## src/rtl/ovi_lsu_mem_adapter_pkg.sv

```systemverilog
// Shared types for the OVI load/store memory adapter: core-side bus structs,
// memory request struct, arbiter states and the misaligned-load poison word.
package ovi_lsu_mem_adapter_pkg;

  typedef struct packed {
    logic        load_valid;
    logic        store_valid;
    logic [31:0] mem_addr;
    logic [31:0] store_data;
  } core_out_loadstore_bus;

  typedef struct packed {
    logic        load_valid;
    logic [31:0] load_data;
    logic        store_ready;
  } core_in_loadstore_bus;

  typedef struct packed {
    logic        we;
    logic [31:0] addr;
    logic [31:0] wdata;
  } ovi_mem_req_t;

  typedef struct packed {
    logic [31:0] addr;
    logic [31:0] data;
  } st_entry_t;

  typedef enum logic [1:0] {
    ARB_IDLE  = 2'd0,
    ARB_REQ_W = 2'd1,
    ARB_REQ_R = 2'd2
  } arb_state_e;

  localparam logic [31:0] OVI_MEM_POISON = 32'hDEAD_BEEF;

  function automatic logic addr_misaligned(input logic [31:0] a);
    return |a[1:0];
  endfunction

endpackage

```

## src/rtl/ovi_lsu_mem_adapter_fifo.sv

```systemverilog
// Synchronous FIFO with async active-low reset; count carries the extra bit
// that separates full from empty. Push when full / pop when empty are ignored.
module ovi_sync_fifo #(
  parameter int WIDTH = 32,
  parameter int DEPTH = 2,
  localparam int PW = (DEPTH > 1) ? $clog2(DEPTH) : 1,
  localparam int CW = $clog2(DEPTH + 1)
) (
  input  logic             clk_i,
  input  logic             rst_ni,
  input  logic             push_i,
  input  logic [WIDTH-1:0] din_i,
  input  logic             pop_i,
  output logic [WIDTH-1:0] dout_o,
  output logic             full_o,
  output logic             empty_o,
  output logic [CW-1:0]    count_o
);

  logic [WIDTH-1:0] mem_q [DEPTH];
  logic [PW-1:0]    wr_ptr_q, rd_ptr_q;
  logic [CW-1:0]    cnt_q;
  logic             do_push, do_pop;

  function automatic logic [PW-1:0] ptr_next(input logic [PW-1:0] p);
    return (p == PW'(DEPTH - 1)) ? '0 : p + 1'b1;
  endfunction

  assign full_o  = (cnt_q == CW'(DEPTH));
  assign empty_o = (cnt_q == '0);
  assign count_o = cnt_q;
  assign do_push = push_i & ~full_o;
  assign do_pop  = pop_i & ~empty_o;
  assign dout_o  = mem_q[rd_ptr_q];

  always_ff @(posedge clk_i or negedge rst_ni) begin
    if (!rst_ni) begin
      wr_ptr_q <= '0;
      rd_ptr_q <= '0;
      cnt_q    <= '0;
    end else begin
      if (do_push) wr_ptr_q <= ptr_next(wr_ptr_q);
      if (do_pop)  rd_ptr_q <= ptr_next(rd_ptr_q);
      cnt_q <= cnt_q + CW'(do_push) - CW'(do_pop);
    end
  end

  always_ff @(posedge clk_i) begin
    if (do_push) mem_q[wr_ptr_q] <= din_i;
  end

endmodule

```

## src/rtl/ovi_lsu_mem_adapter.sv

```systemverilog
// Core-side OVI load/store memory stage: store FIFO + load queue feeding one
// in-order req/gnt/rvalid port, stores always drained before loads issue.
// Optional macro OVI_MEMADP_ALIGN_CHK_EN enables misaligned-address checking.
module ovi_lsu_mem_adapter
  import ovi_lsu_mem_adapter_pkg::*;
#(
  parameter int ST_DEPTH = 4,
  parameter int LD_DEPTH = 2,
  parameter int MAX_OUT  = 2
) (
  input  logic                  CLK,
  input  logic                  RST_N,
  input  core_out_loadstore_bus CORE_OUT_LOADSTORE,
  output core_in_loadstore_bus  CORE_IN_LOADSTORE,
  output logic                  MEM_REQ,
  output logic                  MEM_WE,
  output logic [31:0]           MEM_ADDR,
  output logic [31:0]           MEM_WDATA,
  input  logic                  MEM_GNT,
  input  logic                  MEM_RVALID,
  input  logic [31:0]           MEM_RDATA,
  output logic                  ERR_MISALIGN
);

  localparam int OW  = $clog2(MAX_OUT + 1);
  localparam int SCW = $clog2(ST_DEPTH + 1);
  localparam int LCW = $clog2(LD_DEPTH + 1);

  logic ld_in, st_in, poison_emit, rvalid_eff;

`ifdef OVI_MEMADP_ALIGN_CHK_EN
  logic mis, err_q, poison_q;
  assign mis   = addr_misaligned(CORE_OUT_LOADSTORE.mem_addr);
  assign ld_in = CORE_OUT_LOADSTORE.load_valid & ~mis;
  assign st_in = CORE_OUT_LOADSTORE.store_valid & ~mis;
  // A discarded load answers with poison next cycle; it only waits if a real RVALID collides.
  assign poison_emit  = (poison_q | (CORE_OUT_LOADSTORE.load_valid & mis)) & ~rvalid_eff;
  assign ERR_MISALIGN = err_q;

  always_ff @(posedge CLK or negedge RST_N) begin
    if (!RST_N) begin
      err_q    <= 1'b0;
      poison_q <= 1'b0;
    end else begin
      if ((CORE_OUT_LOADSTORE.load_valid | CORE_OUT_LOADSTORE.store_valid) & mis) err_q <= 1'b1;
      poison_q <= (poison_q | (CORE_OUT_LOADSTORE.load_valid & mis)) & rvalid_eff;
    end
  end
`else
  assign ld_in        = CORE_OUT_LOADSTORE.load_valid;
  assign st_in        = CORE_OUT_LOADSTORE.store_valid;
  assign poison_emit  = 1'b0;
  assign ERR_MISALIGN = 1'b0;
`endif

  st_entry_t        st_head;
  logic             st_full, st_empty, st_pop;
  logic [SCW-1:0]   st_cnt;
  logic [31:0]      ld_head;
  logic             ld_full, ld_empty, ld_pop, ld_bypass;
  logic [LCW-1:0]   ld_cnt;

  ovi_sync_fifo #(.WIDTH($bits(st_entry_t)), .DEPTH(ST_DEPTH)) u_st_fifo (
    .clk_i   (CLK),
    .rst_ni  (RST_N),
    .push_i  (st_in),
    .din_i   ({CORE_OUT_LOADSTORE.mem_addr, CORE_OUT_LOADSTORE.store_data}),
    .pop_i   (st_pop),
    .dout_o  (st_head),
    .full_o  (st_full),
    .empty_o (st_empty),
    .count_o (st_cnt)
  );

  ovi_sync_fifo #(.WIDTH(32), .DEPTH(LD_DEPTH)) u_ld_fifo (
    .clk_i   (CLK),
    .rst_ni  (RST_N),
    .push_i  (ld_in & ~ld_bypass),
    .din_i   (CORE_OUT_LOADSTORE.mem_addr),
    .pop_i   (ld_pop),
    .dout_o  (ld_head),
    .full_o  (ld_full),
    .empty_o (ld_empty),
    .count_o (ld_cnt)
  );

  arb_state_e   state_q, state_d;
  ovi_mem_req_t req_q, req_d;
  logic         mem_req_q, mem_req_d;
  logic         byp_q, byp_d;
  logic [OW-1:0] out_q;
  logic         out_inc, out_ok, launch;
  logic         lv_q;
  logic [31:0]  ld_data_q;

  assign out_ok     = (out_q < OW'(MAX_OUT));
  assign rvalid_eff = MEM_RVALID & (out_q != '0);

  always_comb begin
    state_d   = state_q;
    req_d     = req_q;
    mem_req_d = mem_req_q;
    byp_d     = byp_q;
    st_pop    = 1'b0;
    ld_pop    = 1'b0;
    ld_bypass = 1'b0;
    out_inc   = 1'b0;
    launch    = 1'b0;
    case (state_q)
      ARB_IDLE:  launch = 1'b1;
      ARB_REQ_W: if (MEM_GNT) begin
        st_pop    = 1'b1;
        mem_req_d = 1'b0;
        state_d   = ARB_IDLE;
      end
      ARB_REQ_R: if (MEM_GNT) begin
        ld_pop    = ~byp_q;
        out_inc   = 1'b1;
        mem_req_d = 1'b0;
        state_d   = ARB_IDLE;
      end
      default:   state_d = ARB_IDLE;
    endcase
    // A store arriving this cycle also blocks loads, so no load can slip ahead of it.
    if (launch) begin
      if (!st_empty) begin
        mem_req_d   = 1'b1;
        req_d.we    = 1'b1;
        req_d.addr  = st_head.addr;
        req_d.wdata = st_head.data;
        state_d     = ARB_REQ_W;
      end else if (!st_in && out_ok && (!ld_empty || ld_in)) begin
        ld_bypass   = ld_empty;
        byp_d       = ld_empty;
        mem_req_d   = 1'b1;
        req_d.we    = 1'b0;
        req_d.addr  = ld_empty ? CORE_OUT_LOADSTORE.mem_addr : ld_head;
        req_d.wdata = '0;
        state_d     = ARB_REQ_R;
      end
    end
  end

  always_ff @(posedge CLK or negedge RST_N) begin
    if (!RST_N) begin
      state_q   <= ARB_IDLE;
      req_q     <= '0;
      mem_req_q <= 1'b0;
      byp_q     <= 1'b0;
      out_q     <= '0;
      lv_q      <= 1'b0;
      ld_data_q <= '0;
    end else begin
      state_q   <= state_d;
      req_q     <= req_d;
      mem_req_q <= mem_req_d;
      byp_q     <= byp_d;
      out_q     <= out_q + OW'(out_inc) - OW'(rvalid_eff);
      lv_q      <= rvalid_eff | poison_emit;
      if (rvalid_eff)       ld_data_q <= MEM_RDATA;
      else if (poison_emit) ld_data_q <= OVI_MEM_POISON;
    end
  end

  assign MEM_REQ   = mem_req_q;
  assign MEM_WE    = req_q.we;
  assign MEM_ADDR  = req_q.addr;
  assign MEM_WDATA = req_q.wdata;

  assign CORE_IN_LOADSTORE.load_valid  = lv_q;
  assign CORE_IN_LOADSTORE.load_data   = ld_data_q;
  // Two free slots: the bridge pushes one cycle after sampling ready.
  assign CORE_IN_LOADSTORE.store_ready = (int'(st_cnt) + 2) <= ST_DEPTH;

  ast_st_overflow: assert property (@(posedge CLK) disable iff (!RST_N) !(st_in && st_full));
  ast_ld_overflow: assert property (@(posedge CLK) disable iff (!RST_N) !(ld_in && ld_full));
  ast_ld_count:    assert property (@(posedge CLK) disable iff (!RST_N) int'(ld_cnt) <= LD_DEPTH);

endmodule

```

## config.mk

```make
export PLATFORM = sky130hd
export DESIGN_NAME = ovi_lsu_mem_adapter
export DESIGN_NICKNAME = d
export VERILOG_FILES = /design/src/rtl/ovi_lsu_mem_adapter_pkg.sv /design/src/rtl/ovi_lsu_mem_adapter_fifo.sv /design/src/rtl/ovi_lsu_mem_adapter.sv
export SDC_FILE = /design/constraint.sdc
export NUM_CORES = 1
export LEC_CHECK = 0
export ABC_AREA = 0
export CORE_ASPECT_RATIO = 1.25
export CORE_UTILIZATION = 57
export CTS_CLUSTER_DIAMETER = 80
export DETAILED_ROUTE_END_ITERATION = 8
export DONT_BUFFER_PORTS = 1
export MAX_ROUTING_LAYER = met4
export PLACE_DENSITY = 0.78
export SYNTH_ARGS = -nofsm -noshare
export SYNTH_HDL_FRONTEND = slang
export SYNTH_SLANG_ARGS = --single-unit
```

## constraint.sdc

```tcl
create_clock -name CLK -period 2.9 [get_ports CLK]
set_input_delay 0.87 -clock CLK [delete_from_list [all_inputs] [get_ports CLK]]
set_output_delay 0.87 -clock CLK [all_outputs]
set_load 0.03 [all_outputs]
```

==> qor.csv <==
stage,metric,value,unit
status,status,completed,
setup_path,Setup CP Type,flop to primary output,
cts,CTS root buf,clkbuf_16,
pwr,PwrDens,1190,nW/um^2
sta,Final Hold Vio Count,0,
global_route,number of global-route vias before repair,8663,
logic_synthesis,library cells used by synthesis,48,
global_route,first-pass GRT wire length,51.8,mm
drt,# DRC,0,
logic_synthesis,commonest cells in the synthesized netlist,"edfxtp_1, dfrtp_1, mux4_2",
floorplanning,Die Area,30200,sq um
final_layout,Layout area overhead,11.8,%
sta,RSZ-0062 raised after global routing,no,
cts,"Reg clk slew, reported paths",60,ps
logic_synthesis,Post-synth top flop,edfxtp_1,
cts,clk_lat worst skew,540,ps
setup_path,largest stage delay on the critical path,470,ps
floorplanning,starting density of the core,0.586,
global_route,All-Layer GR Usage,0.239,
logic_synthesis,Mapped Avg Cell Area,19.2,sq um
cts,H-tree Lvls,2,
logic_synthesis,"area leader, netlist",edfxtp_1,
cts,post-cts sizing count,0,
pwr,Seq pwr share,0.497,
floorplanning,Core Area,28700,sq um
drt,final wirelength,33.4,mm
global_route,largest net degree at the start of global routing,115,
sta,f_max,367,MHz
logic_synthesis,Gate Count Post-Synth,876,
floorplanning,Row Count,69,
pwr,switching pwr,0.00755,W
sta,ratio of final minimum period to clock period,0.940,
logic_synthesis,"Net Count, Synth",994,
logic_synthesis,post-synthesis sequential area ratio,0.743,
setup_path,worst path cell trace,"ha_1, o21ai_0, buf_4",
logic_synthesis,top-count cell post-synth,edfxtp_1,
drt,via count,8177,
sta,actual slew at the worst max-slew pin,991,ps
setup_path,Critical Path Sink Type,primary output,
drt,DRT Pass-1 Iters,5,
pwr,internal power,0.0147,W
global_route,GR Overflow Total,0,
pwr,Net Sw Frac,0.339,
setup_path,CP Max Fanout,7,
worst_hold_path,HP Class,primary input to asynchronous set/reset pin,
final_layout,fillers,1895,
drt,initial DRC count,374,
floorplanning,Die Ht,194,um
sta,fin crit period,2730,ps
pwr,Leakage,6.59,nW
cts,CTS buffer count,42,
final_layout,share of layout cells above drive strength 1,0.246,
floorplanning,Die W,156,um
logic_synthesis,proportion of synthesized flip-flops having asynchronous set or reset,0.264,
cts,clock tree from TritonCTS,yes,
global_route,initial antenna violation count,0,
flow_run,max-cap violation count,0,
sta,worst setup skew after layout,20.7,ps
setup_path,critical path startpoint category,flop,
pwr,Max VDD drop,774,uV
sta,Hold WS,27.6,ps
place,DP HPWL,19.3,mm
sta,setup violators final,0,
drt,post-DR wirelength/cell,25.4,um
cts,CTS sink count,435,
floorplanning,# IOs,203,
final_layout,nets,1011,
drt,post-DR vias/cell,6.22,
pwr,Combinational Power Share,0.254,
cts,clk buf depth,3,
setup_path,"Slowest-stage cell, CP",dfrtp_1,
place,I/O Buffers,0,
final_layout,post-route cell area,18800,sq um
logic_synthesis,YS warnings,0,
logic_synthesis,Synth Cell Area,16800,sq um
final_layout,diode count,0,
drt,Routed Antenna Nets,0,
setup_path,Critical Path RT,2030,ps
sta,Pins Over Slew Limit,0,
logic_synthesis,top-area cell type share of the netlist area,0.572,
logic_synthesis,Post-synth EDFFs,320,
logic_synthesis,"FF+latch count, synth",435,
setup_path,Critical Path AT,1860,ps
place,DP Area,17400,sq um
place,routability cong.,0.771,
logic_synthesis,Synth area leaders,"edfxtp_1, dfrtp_1, mux4_2",
sta,Rel. slew slack,0.338,
pwr,Clk network pwr share,0.250,
-- final cells by class --
type	count	area [sq um]	area share
clock buffers	60	1180	0.0628
clock inverters	16	233	0.0124
inverters	16	60.1	0.00320
multi-input cells	372	4010	0.213
flip-flops and latches	435	12500	0.666
well taps	390	488	0.0260
repair buffers	26	310	0.0165
-- power groups by stage --
| stage | clock, W | combinational (W) | sequential (W) |
|---|---|---|---|
| 2_1_floorplan | 0 | 0.00466 | 0.0104 |
| 3_3_place_gp | 0 | 0.00558 | 0.0111 |
| 3_5_place_dp | 0 | 0.00575 | 0.0112 |
| 4_1_cts | 0.00566 | 0.00575 | 0.0111 |
| 5_1_grt | 0.00588 | 0.00615 | 0.0112 |
| 6_report | 0.00555 | 0.00565 | 0.0110 |
-- worst paths after layout --
| check | start | slack, ps | depth (start not counted) | end |
|---|---|---|---|---|
| max | u_st_fifo.count_o[1]$_DFF_PN0_ | 170 | 3 | CORE_IN_LOADSTORE[0] |
| min | RST_N | 30 | 0 | MEM_WDATA[23]$_DFFE_PN0P_ |
| max reg2reg | state_q[0]$_DFF_PN0_ | 520 | 5 | u_ld_fifo.mem_q[1][30]$_DFFE_PP_ |
| min reg2reg | out_q[0]$_DFF_PN0_ | 530 | 1 | out_q[0]$_DFF_PN0_ |
| max in group asynchronous | RST_N | 2030 | 1 | MEM_WDATA[4]$_DFFE_PN0P_ |
| min in group CLK | CORE_OUT_LOADSTORE[42] | 420 | 0 | u_st_fifo.mem_q[3][42]$_DFFE_PP_ |
-- cell usage in the layout (no fill, tap or decap), types with 6 or more instances in the layout --
master,Yosys,routed
edfxtp_1,320,320
dfrtp_1,115,112
mux4_2,64,64
clkbuf_16,0,43
mux2_2,36,36
nor3_1,35,35
a22o_1,33,33
mux2i_1,32,32
a21oi_1,26,26
a221o_2,25,25
and2_1,25,21
inv_1,16,16
buf_4,7,16
ha_1,15,15
clkbuf_1,18,13
nand2_1,12,12
a211oi_1,9,9
buf_12,0,9
a211o_1,7,7
a31oi_1,7,7
bufinv_16,0,6
-- worst max-delay path: cells and delay by family, from the launching register on --
family                   cells  cell delay [ps]
buffers and inverters        1              220
flip-flops                   1              470
AO/OA/AOI/OAI                1              270
adder cells (fa/ha/maj)      1              370
-- cell families (layout without fill, tap and decap cells) --
| logic type | after synthesis | in the layout | share of synthesized area |
|---|---|---|---|
| AOI/OAI and AO/OA | 119 | 119 | 0.0585 |
| xor gates and xnor gates | 6 | 6 | 0.00313 |
| adders and majority gates | 16 | 16 | 0.0124 |
| buffers and inverters | 69 | 118 | 0.0208 |
| DFF | 435 | 435 | 0.743 |
| muxes | 132 | 132 | 0.129 |
| other | 1 | 1 | 0.000223 |
| and+or+nand+nor | 98 | 98 | 0.0328 |
-- through the flow --
stage | worst slack (ps) | TNS, ps | instances | power [W] | util
2_1_floorplan | -48.1 | -3080 | 876 | 0.0151 | -
3_3_place_gp | 526 | 0 | 1238 | 0.0167 | 0.605
3_5_place_dp | 491 | 0 | 1238 | 0.0169 | 0.605
4_1_cts | 156 | 0 | 1315 | 0.0225 | 0.655
5_1_grt | 79.0 | 0 | 1315 | 0.0233 | 0.655
6_report | 174 | 0 | 1315 | 0.0223 | 0.655
-- repair_timing --
action,4_1_cts,5_1_grt
hold buffers,1,0
buffers inserted,0,0
endpoints found under the hold margin,2,0
-- sequential cells by signal, indices dropped and copies added, names as in the netlist, 2 cells and up --
signal,flops
u_st_fifo.wr_ptr_q,2
MEM_ADDR,32
u_ld_fifo.mem_q,64
out_q,2
u_st_fifo.count_o,3
ld_data_q,32
MEM_WDATA,32
u_st_fifo.rd_ptr_q,2
u_ld_fifo.count_o,2
u_st_fifo.mem_q,256
state_q,2
-- layer usage --
metal	vias up	part of all wire	track usage
met5	-	0	-
met4	0	0.025	0.0766
met3	60	0.069	0.0592
met2	270	0.53	0.405
met1	4316	0.38	0.280
li1	3531	-	-
Power figures use the tool's default switching activity.
